`src/rtl/adder_meas_pkg.sv`:
```
// Shared types and constants for the instrumented-adder measurement sequencer.
package adder_meas_pkg;

  typedef enum logic [2:0] {
    IDLE,
    LOAD,
    CLEAR,
    RUN,
    STOP,
    REPORT
  } meas_state_e;

  // Default adder settle time and counter CDC settle time, in system clocks.
  localparam int DEF_SETTLE = 4;
  localparam int DEF_SYNC   = 2;

  // Result record: oscillator count, sampled sum and the sum-check flag.
  localparam int CNT_W     = 32;
  localparam int DEF_WIDTH = 32;
  localparam int RESULT_W  = CNT_W + DEF_WIDTH + 1;

endpackage

```
`src/rtl/meas_timer.sv`:
```
// Loadable down-counter shared by the settle, run and sync phases.
// Loading N gives N+1 cycles until done is seen, done stays high at zero.
module meas_timer #(
  parameter int WINDOW_W = 16
) (
  input  logic                clk,
  input  logic                rst_n,
  input  logic                load,
  input  logic [WINDOW_W-1:0] load_val,
  output logic                done
);

  logic [WINDOW_W-1:0] count;

  // Load takes priority; otherwise count down and park at zero.
  always_ff @(posedge clk) begin
    if (!rst_n) begin
      count <= '0;
    end else if (load) begin
      count <= load_val;
    end else if (count != '0) begin
      count <= count - WINDOW_W'(1);
    end
  end

  assign done = (count == '0);

endmodule

```
`src/rtl/adder_measure_ctrl.sv`:
```
// Measurement sequencer for the instrumented Kogge-Stone adder: applies
// operands, lets the adder settle, clears and gates the ring-oscillator
// counter for a programmable window, then returns count and sum to the host.
module adder_measure_ctrl
  import adder_meas_pkg::*;
#(
  parameter int WIDTH    = 32,
  parameter int WINDOW_W = 16,
  parameter int SETTLE   = DEF_SETTLE,
  parameter int SYNC     = DEF_SYNC
) (
  input  logic                wb_clk_i,
  input  logic                wb_rst_n,
  input  logic                start_valid,
  output logic                start_ready,
  input  logic [WIDTH-1:0]    cfg_a,
  input  logic [WIDTH-1:0]    cfg_b,
  input  logic [WINDOW_W-1:0] cfg_window,
  input  logic                abort,
  output logic                res_valid,
  input  logic                res_ready,
  output logic [CNT_W-1:0]    res_count,
  output logic [WIDTH-1:0]    res_sum,
  output logic                res_sum_ok,
  output logic [WIDTH-1:0]    add_a,
  output logic [WIDTH-1:0]    add_b,
  output logic                ring_en,
  output logic                cnt_clear,
  input  logic [CNT_W-1:0]    cnt_value,
  input  logic [WIDTH-1:0]    sum_in
);

  // Reference sum: wraps at WIDTH bits, carry-out dropped.
  function automatic logic [WIDTH-1:0] wrap_add(input logic [WIDTH-1:0] a,
                                                input logic [WIDTH-1:0] b);
    return a + b;
  endfunction

  meas_state_e         state_q, state_d;
  logic [WINDOW_W-1:0] window_q;
  logic                tmr_load;
  logic [WINDOW_W-1:0] tmr_val;
  logic                tmr_done;
  logic                accept;
  logic                cap_sum;
  logic                cap_cnt;

  // Phase durations: timer is loaded with (cycles - 1).
  // LOAD = SETTLE cycles, RUN = window cycles, STOP = SYNC wait + capture cycle.
  meas_timer #(
    .WINDOW_W (WINDOW_W)
  ) u_timer (
    .clk      (wb_clk_i),
    .rst_n    (wb_rst_n),
    .load     (tmr_load),
    .load_val (tmr_val),
    .done     (tmr_done)
  );

  assign start_ready = (state_q == IDLE);

  // Next-state, timer loads and capture strobes; abort wins over phase end.
  always_comb begin
    state_d  = state_q;
    tmr_load = 1'b0;
    tmr_val  = '0;
    accept   = 1'b0;
    cap_sum  = 1'b0;
    cap_cnt  = 1'b0;
    case (state_q)
      IDLE: begin
        if (start_valid) begin
          accept   = 1'b1;
          state_d  = LOAD;
          tmr_load = 1'b1;
          tmr_val  = WINDOW_W'(SETTLE - 1);
        end
      end
      LOAD: begin
        if (abort) begin
          state_d = IDLE;
        end else if (tmr_done) begin
          cap_sum = 1'b1;
          state_d = CLEAR;
        end
      end
      CLEAR: begin
        if (abort) begin
          state_d = IDLE;
        end else if (window_q == '0) begin
          state_d  = STOP;
          tmr_load = 1'b1;
          tmr_val  = WINDOW_W'(SYNC);
        end else begin
          state_d  = RUN;
          tmr_load = 1'b1;
          tmr_val  = window_q - WINDOW_W'(1);
        end
      end
      RUN: begin
        if (abort) begin
          state_d = IDLE;
        end else if (tmr_done) begin
          state_d  = STOP;
          tmr_load = 1'b1;
          tmr_val  = WINDOW_W'(SYNC);
        end
      end
      STOP: begin
        if (abort) begin
          state_d = IDLE;
        end else if (tmr_done) begin
          cap_cnt = 1'b1;
          state_d = REPORT;
        end
      end
      REPORT: begin
        if (res_ready) begin
          state_d = IDLE;
        end
      end
      default: begin
        state_d = IDLE;
      end
    endcase
  end

  // State register plus registered adder drive, counter control and result.
  always_ff @(posedge wb_clk_i) begin
    if (!wb_rst_n) begin
      state_q    <= IDLE;
      window_q   <= '0;
      add_a      <= '0;
      add_b      <= '0;
      ring_en    <= 1'b0;
      cnt_clear  <= 1'b0;
      res_valid  <= 1'b0;
      res_count  <= '0;
      res_sum    <= '0;
      res_sum_ok <= 1'b0;
    end else begin
      state_q   <= state_d;
      ring_en   <= (state_d == RUN);
      cnt_clear <= (state_d == CLEAR);
      res_valid <= (state_d == REPORT);
      if (accept) begin
        add_a    <= cfg_a;
        add_b    <= cfg_b;
        window_q <= cfg_window;
      end
      if (cap_sum) begin
        res_sum    <= sum_in;
        res_sum_ok <= (sum_in == wrap_add(add_a, add_b));
      end
      if (cap_cnt) begin
        res_count <= cnt_value;
      end
    end
  end

endmodule

```
`config.mk`:
```
export PLATFORM = sky130hd
export DESIGN_NAME = adder_measure_ctrl
export DESIGN_NICKNAME = d
export VERILOG_FILES = /design/src/rtl/adder_meas_pkg.sv /design/src/rtl/meas_timer.sv /design/src/rtl/adder_measure_ctrl.sv
export SDC_FILE = /design/constraint.sdc
export NUM_CORES = 1
export LEC_CHECK = 0
export BUFFER_PORTS_ARGS = -buffer_cell sky130_fd_sc_hd__buf_2
export CORE_MARGIN = 2
export CORE_UTILIZATION = 40
export CTS_CLUSTER_SIZE = 40
export DETAILED_ROUTE_END_ITERATION = 10
export PLACE_DENSITY = 0.69
export SLEW_MARGIN = 25
export SYNTH_ARGS = -nofsm -noshare
export SYNTH_HDL_FRONTEND = slang
export SYNTH_SLANG_ARGS = --single-unit
```
`constraint.sdc`:
```
create_clock -name wb_clk_i -period 3.3 [get_ports wb_clk_i]
set_input_delay 0.825 -clock wb_clk_i [delete_from_list [all_inputs] [get_ports wb_clk_i]]
set_output_delay 0.825 -clock wb_clk_i [all_outputs]
set_load 0.01 [all_outputs]
```
==> results of run 1 <==
-- cell families after synthesis --
kind of cell	after synthesis	synth area share, %
muxes	36	3.937
DFF	167	36.27
buffers and inverters	72	3.055
xor gates and xnor gates	66	6.272
AOI/OAI and AO/OA	285	21.76
and+or+nand+nor	483	23.73
adders and majority gates	36	4.969
-- where the power goes --
group / switching (mW) / internal, mW
sequential: 0.202 / 2.23
clock: 0.953 / 1.23
combinational: 1.31 / 0.981
-- state kept, by name, summed over array words and instances (netlist names) --
register       cells
add_a             32
add_b             32
res_count         32
res_sum           32
u_timer.count     16
window_q          16
state_q            3
cnt_clear          1
res_sum_ok         1
res_valid          1
ring_en            1
-- layout make-up --
class | count | share of cell area, %
Clock buffer | 17 | 3.631
Clock inverter | 15 | 1.826
Inverter | 12 | 0.3845
Multi-Input combinational cell | 906 | 48.16
Sequential cell | 167 | 28.53
Tap cell | 285 | 3.044
Timing Repair Buffer | 315 | 14.42
-- timing repair --
action / CTS / global route
setup buffers: 0 / 1
endpoints found under the setup margin: 0 / 1
gates resized for setup: 0 / 12
-- critical path, delay by kind of cell (launching register included) --
kind	cells	cell delay [ns]
adder cells (fa/ha/maj)	1	0.29
AO/OA/AOI/OAI	6	1.40
AND/OR/NAND/NOR	2	0.61
multiplexers	1	0.34
buffers and inverters	1	0.15
flip-flops	1	0.36
-- layer usage --
metal  global-route usage, %  share of wire, %  vias to the layer above
li1                        -                 -                     4530
met1                   29.97                44                     4206
met2                   39.78                48                      265
met3                   4.583               5.4                       48
met4                   7.339               2.3                        0
met5                       0                 0                        -
-- worst paths after layout --
path	depth (start not counted)	slack, ns	end
worst max-delay path	11	0.11	res_sum_ok
worst min-delay path	2	0.45	res_count[9]
worst max register to register	11	0.11	res_sum_ok
worst min register to register	2	0.45	res_count[9]
-- metrics by stage --
step                       TNS, ns  setup WS, ns  power (mW)
final                            0        0.1115       6.913
after detailed placement         0       0.09583       4.713
after floorplan                  0        0.2503       4.020
after CTS                        0       0.06073       6.923
after global routing      -0.01180      -0.01180       7.292
after global placement           0       0.05610       4.701
-- synthesized netlist by cell type, types with 16 or more instances --
master    number  area (µm²)
a21boi_0      96       720.7
a21boi_1      17       127.6
a21oi_1       41       205.2
clkbuf_1      58       217.7
dfxtp_1      167        3343
ha_1          35       437.9
mux2i_1       34       340.3
nand2_1      286        1074
nand3_1       17       85.08
nand4_1       16       100.1
nor2_1        56       210.2
nor2b_1       36       225.2
o21a_1        17       127.6
o21ai_0       34       170.2
xnor2_1       39       341.6
xor2_1        27       236.5
-- layout by cell type, fill, tap and decap left out, types with 5 or more instances in the layout --
master,n
a21oi_1,41
nor4_1,9
nand3_1,17
buf_4,33
a21boi_1,17
mux2i_1,34
and2_1,8
xor2_1,27
clkbuf_16,17
o21ai_1,5
nor2_1,55
a22oi_1,6
nor3b_1,9
buf_2,280
nor3_1,15
o21ai_0,32
o21a_1,17
a21boi_0,96
nor2b_1,36
xnor2_1,39
o22ai_1,7
a211oi_1,6
ha_1,34
a21o_1,7
o211ai_1,6
nand4_1,16
nand2_1,285
and3_1,6
dfxtp_1,167
inv_1,12
==> impl_metrics.toml, run 1 <==
[global_route]
grt_pass1_wl_um = 45240
grt_overflow = 0
grt_use_total_pct = 23.40
grt_antenna_before_repair = 0
grt_start_max_net_pins = 97
grt_pass1_vias = 8558

[setup_path]
arrival_ns = 3.57
endpoint_kind = "flop"
cp_max_fo = 4
critical_path_class = "reg2reg"
r2r_start = "add_b[1]"
required_ns = 3.68
worst_path_max_delay_cell = "or4_1"
crit_start = "add_b[1]"
worstSetupStartpointType = "flop"
crit_chain = "ha_1 > a211oi_1 > buf_4 > o31ai_4 > a31oi_4 > o211ai_1 > a31oi_1 > a211oi_2 > mux2_1 > or4_1 > nand2_1"
slowest_delay_ns = 0.53

[synthesis]
yosysWarningCount = 0
syn_nets = 1330
syn_inst = 1145
ys_types = 66
ys_seq_area_share_pct = 36.27
synthArstFlopShare_pct = 0
synth-edff-count = 0
synth_ff_type = "dfxtp_1"
ys_seq_elements = 167
postSynthAreaPerCell_um2 = 8.049
synthesis.area_um2 = 9216

[routing]
routedWlPerCell_um = 16.92
vias_per_cell = 5.270
drc = 0
drtPass1Iterations = 5
ant_nets = 0
routed_wl_um = 29050
vias = 9049
drtIter0Drc = 499

[placement]
dpl_cell_area_um2 = 11020
place_congestion = 0.9547
port_buffers = 281
dp_cells = 1684
hpwl_um = 22130

[timing]
max_slew_margin_pct = 43.12
finalSetupViolCount = 0
fmax_mhz = 313.6
period_needed_ns = 3.188
hold_violations = 0
hold_ws_ns = 0.4520
drv_slew = 0
worst_pin_slew_ns = 0.8531
clock_skew_ns = 0.007878
finalCritPeriodShare_pct = 96.62

[clock_network]
cts_tree = "yes"
root_buffer = "clkbuf_16"
insertion_delay_ns = 0.43
clock_sinks = 167
postCtsHoldBufs = 0
cts_max_level = 4
clkSlewWorstSetupHoldPaths_ns = 0.07
cts_buffers = 17
cts_buffer_depth = 2

[finish]
fillers = 2203
drive_gt1_share_pct = 25.49
final_cell_area_um2 = 11720
post-route-util_pct = 51.75
nets = 1604
multi_input_area_um2 = 5643
fin_cells = 1717
register_area_um2 = 3343
diodes = 0
area_growth_pct = 27.12

[power]
irDropWorstVdd_v = 0.0004219
p_per_area_nw_per_um2 = 590.0
power_leakage_nw = 5.325

[die]
rows = 55
die_h_um = 155.8
die_w_um = 155.8
core_um2 = 22640
die-area_um2 = 24270
start_util_pct = 40.71
io-pin-count = 282

[min_path]
min_from = "res_count[9]"
hold_class = "reg2reg"

[run_status]
status = "finished clean"

[flow_run]
drv_cap = 0
(Power assumes the default switching activity.)
==> run 2, diff against run 1 <==
CORE_ASPECT_RATIO = 1.75   (was not set)
==> run 2 against run 1 <==
- flip-flop and latch count unchanged
- die area increased by 0.20%
- via count increased by 1.1%
- final area increased by 0.85%
- combinational power increased by 2%
- first-iteration DRC count decreased by 14%
- highest routed layer is now met5
==> impl_metrics.toml, run 2 (same netlist as run 1, synthesis figures left out) <==
[run_status]
status = "finished clean"

[finish]
nets = 1622
final_cell_mix = "285 x nand2_1, 280 x buf_2, 167 x dfxtp_1"
fillers = 2312
area_growth_pct = 28.21
diodes = 0
layout_commonest_cell = "nand2_1"
drive_gt1_share_pct = 26.55

[clock_network]
cts_buffers = 17
clock_sinks = 167
cts_tree = "yes"
cts_buffer_depth = 2
cts_max_level = 4
root_buffer = "clkbuf_16"
insertion_delay_ns = 0.45
clkSlewWorstSetupHoldPaths_ns = 0.07

[setup_path]
reg2regPathDepth = 10
critPathMostFrequentCell = "nand2_1"
endpoint_kind = "flop"
r2r_start = "add_a[3]"
critical_path_class = "reg2reg"
cp_max_fo = 4
worstSetupStartpointType = "flop"
worst_path_max_delay_cell = "o211ai_1"
slowest_delay_ns = 0.52
r2r_slack_ns = 0.09
required_ns = 3.70
crit_chain = "ha_1 > nand2_1 > o31ai_4 > a31oi_2 > o211ai_1 > a31oi_1 > a211oi_2 > mux2_1 > or4_1 > nand2_1"
reg2reg_to = "res_sum_ok"
arrival_ns = 3.62

[timing]
finalSetupViolCount = 0
max_slew_margin_pct = 52.98
tns_ns = 0
finalCritPeriodShare_pct = 97.36
drv_slew = 0
hold_violations = 0
rsz0062_at_grt = "false"
worst_pin_slew_ns = 0.6962
fmax_mhz = 311.3
clock_skew_ns = 0.008916
period_needed_ns = 3.213

[power]
pwr-share-clk_pct = 30.2
power_leakage_nw = 5.401
total_power_mw = 6.852
p_sw_share_pct = 35.81
p_per_area_nw_per_um2 = 579.9
p_comb_share_pct = 34.4
internal_power_mw = 4.399
switching_power_mw = 2.454
seq_power_share_pct = 35.5
irDropWorstVdd_v = 0.0004581

[die]
die_h_um = 204.8
die-area_um2 = 24320
rows = 73
core_um2 = 22650
io-pin-count = 282
start_util_pct = 40.69
die_w_um = 118.7

[global_route]
grt_start_max_net_pins = 160
grt_use_total_pct = 24.80
grt_antenna_before_repair = 1
grt_overflow = 0
grt_pass1_vias = 9102
grt_pass1_wl_um = 46870

[flow_run]
drv_cap = 0

[min_path]
holdPathEnd = "res_count[18]"
min_from = "res_count[18]"
hold_class = "reg2reg"
worst_hold_path.num_cells = 2

[placement]
hpwl_um = 24160
port_buffers = 281
place_congestion = 0.9827

[routing]
vias_per_cell = 5.227
vias = 9148
routedWlPerCell_um = 17.49
routed_wl_um = 30610
drtPass1Iterations = 5
drc = 0
ant_nets = 0
drtIter0Drc = 427
run 2: changes by cell type in the layout (fill, tap and decap cells not counted), moves of 2 or more:
cell,previous run,this run
a21oi_1,41,37
clkinv_8,2,0
clkinv_4,2,4
a2111oi_0,2,4
o21ai_1,5,8
o21ai_0,32,30
a21oi_2,0,4
a2111oi_1,2,0
buf_4,33,52
run 2: final cells by class:
cell class	count	area [µm²]	area share (%)
repair buffers	333	1812	15.33
inverters	12	45.04	0.3812
clock buffers	18	439.2	3.717
flip-flops and latches	167	3343	28.29
clock inverters	14	165.2	1.398
well taps	300	375.4	3.177
multi-input cells	906	5637	47.70
run 2: timing repair:
item,4_1_cts,5_1_grt
buffers inserted,0,0
gates resized for setup,0,13
endpoints found under the setup margin,0,1
hold buffers,0,0
run 2: power by group through the flow:
stage / combinational [mW] / clock (mW) / sequential, mW
6_report: 2.35 / 2.07 / 2.43
4_1_cts: 2.35 / 2.12 / 2.43
3_5_place_dp: 2.34 / 0 / 2.47
3_3_place_gp: 2.32 / 0 / 2.46
5_1_grt: 2.60 / 2.19 / 2.46
2_1_floorplan: 1.54 / 0 / 2.48
run 2: worst max path at each step:
stage                    from    endpoint  slack (ns)  cells after the start
floorplan            add_a[0]  res_sum_ok        0.25                     11
global placement    add_a[16]  res_sum_ok        0.12                     10
detailed placement  add_a[16]  res_sum_ok        0.09                     10
CTS                 add_a[16]  res_sum_ok        0.07                     10
global route         add_a[3]  res_sum_ok       0.007                     10
finish               add_a[3]  res_sum_ok        0.09                     10
run 2: metrics by stage:
step | std cells | hold WS [ns] | setup WS, ns | cell area [µm²] | util, %
global route | 1750 | 0.4808 | 0.006575 | 11820 | 52.17
CTS | 1750 | 0.4538 | 0.07406 | 11780 | 51.99
detailed placement | 1718 | 0.4436 | 0.08795 | 11170 | 49.33
global placement | 1718 | 0.4379 | 0.1156 | 11170 | 49.33
finish | 1750 | 0.4532 | 0.08728 | 11820 | 52.17
floorplan | 1145 | 0.4563 | 0.2503 | 9216 | -
run 2: layer usage:
metal | vias to the layer above | routed length (µm) | global-route usage, %
li1 | 4566 | - | -
met1 | 4226 | 10820 | 23.99
met2 | 280 | 16640 | 47.48
met3 | 74 | 1480 | 5.457
met4 | 2 | 1662 | 14.41
met5 | - | 11 | 0
run 2: worst max-delay path: cells and delay by family (launching register included):
kind / cells / cell delay [ns]
AOI/OAI and AO/OA: 5 / 1.41
adders and majority gates: 1 / 0.37
DFF: 1 / 0.33
muxes: 1 / 0.34
and+or+nand+nor: 3 / 0.71
==> run 3, diff against run 2 <==
CAP_MARGIN = 20   (was not set)
SETUP_SLACK_MARGIN = 0.4   (was not set)
==> run 3 against run 2 <==
- sequential power barely moved
- critical path type unchanged
- largest power group is now combinational logic
- critical path depth increased by 1
- worst setup slack improved by 0.24 ns
- critical endpoint unchanged
==> impl_metrics.toml, run 3 (same netlist as run 1, synthesis figures left out) <==
[setup_path]
cp_max_fo = 9
crit_start = "add_a[18]"
arrival_ns = 3.37
crit_chain = "ha_1 > buf_4 > and4_1 > a21boi_2 > o21ai_1 > a2111oi_4 > nand3_1 > nor4b_2 > nand4_1 > or4_1 > nand2_1"
cp_num_buf_inv = 1
slowest_delay_ns = 0.50
required_ns = 3.70
worst_path_max_delay_cell = "or4_1"
worstSetupStartpointType = "flop"
endpoint_kind = "flop"
r2r_start = "add_a[18]"
critical_path_class = "reg2reg"
crit_family = "simple AND/OR/NAND/NOR gates"

[timing]
rsz0062_at_grt = "true"
clock_skew_ns = 0.01676
fmax_mhz = 336.2
tns_ns = 0
finalSetupViolCount = 0
worst_pin_slew_ns = 0.8337
period_needed_ns = 2.975
finalCritPeriodShare_pct = 90.14
hold_violations = 0
drv_slew = 0
max_slew_margin_pct = 44.42

[die]
die_h_um = 204.8
die_w_um = 118.7
rows = 73
start_util_pct = 40.69
io-pin-count = 282
core_um2 = 22650
die-area_um2 = 24320

[global_route]
grt_start_max_net_pins = 87
grt_pass1_vias = 9223
grt_antenna_before_repair = 3
grt_use_total_pct = 25.07
grt_pass1_wl_um = 47470
grt_overflow = 0

[routing]
drtPass1Iterations = 5
routedWlPerCell_um = 17.69
vias_per_cell = 5.279
ant_nets = 0
vias = 9286
drtIter0Drc = 389
drc = 0
routed_wl_um = 31120

[clock_network]
clkSlewWorstSetupHoldPaths_ns = 0.07
cts_buffers = 17
cts_buffer_depth = 2
cts_tree = "yes"
clock_sinks = 167
cts_max_level = 4
root_buffer = "clkbuf_16"
insertion_delay_ns = 0.46

[power]
p_per_area_nw_per_um2 = 572.2
irDropWorstVdd_v = 0.0003760
total_power_mw = 6.982
power_leakage_nw = 5.476

[placement]
place_congestion = 0.9563
hpwl_um = 24280
port_buffers = 281

[finish]
area_growth_pct = 32.39
layout_commonest_cell = "nand2_1"
final_cell_mix = "284 x nand2_1, 280 x buf_2, 162 x dfxtp_1"
nets = 1630
drive_gt1_share_pct = 30.38

[flow_run]
drv_cap = 0

[run_status]
status = "finished clean"

[min_path]
min_from = "res_count[16]"
hold_class = "reg2reg"
==> run 3: path summary, 6_finish.rpt <==
path / to / slack, ns / cells past startpoint
max: res_sum_ok / 0.33 / 11
max reg2reg: res_sum_ok / 0.33 / 11
min: res_count[16] / 0.45 / 2
min reg2reg: res_count[16] / 0.45 / 2
==> run 3: layer usage <==
| metal | GRT usage, % | part of all wire [%] | vias to the layer above |
|---|---|---|---|
| met1 | 23.89 | 35 | 4295 |
| met4 | 16.41 | 6.1 | 4 |
| li1 | - | - | 4590 |
| met3 | 5.429 | 5.1 | 96 |
| met2 | 47.60 | 54 | 301 |
| met5 | 0 | 0.087 | - |
==> run 3: worst register-to-register path: stages (launching register included) <==
cell,delay (ns)
dfxtp_1,0.33
ha_1,0.37
buf_4,0.20
and4_1,0.20
a21boi_2,0.20
o21ai_1,0.13
a2111oi_4,0.33
nand3_1,0.16
nor4b_2,0.26
nand4_1,0.16
or4_1,0.50
nand2_1,0.07
==> run 3: metrics by stage <==
step                hold slack, ns  setup WS (ns)  area [µm²]  instances  utilization (%)
global placement            0.4381       -0.09016       11170       1715            49.31
global route                0.4681         0.1097       12200       1758            53.86
finish                      0.4486         0.3253       12200       1759            53.87
detailed placement          0.4410       -0.06943       11170       1715            49.31
floorplan                   0.4563         0.4054        9235       1145                -
CTS                         0.4519         0.1947       11940       1754            52.71
==> run 3: final cells by class <==
cell class / count / area (µm²)
flip-flops and latches: 167 / 3349
clock inverters: 13 / 160.2
clock buffers: 19 / 442.9
fillers: 2231 / 10450
diodes: 1 / 2.502
inverters: 12 / 45.04
well taps: 300 / 375.4
multi-input cells: 906 / 5951
repair buffers: 341 / 1876
==> run 3: report_power, final <==
| group | internal (mW) | total (mW) | switching, mW |
|---|---|---|---|
| Combinational | 1.07 | 2.46 | 1.39 |
| Sequential | 2.23 | 2.45 | 0.215 |
| Clock | 1.16 | 2.08 | 0.918 |
| Total | 4.46 | 6.98 | 2.52 |
==> run 3: timing repair <==
item | 4_1_cts | 5_1_grt
gates resized for setup | 27 | 56
hold buffers | 0 | 0
setup endpoints to repair | 1 | 2
buffers inserted | 7 | 4
pin swaps | 16 | 23
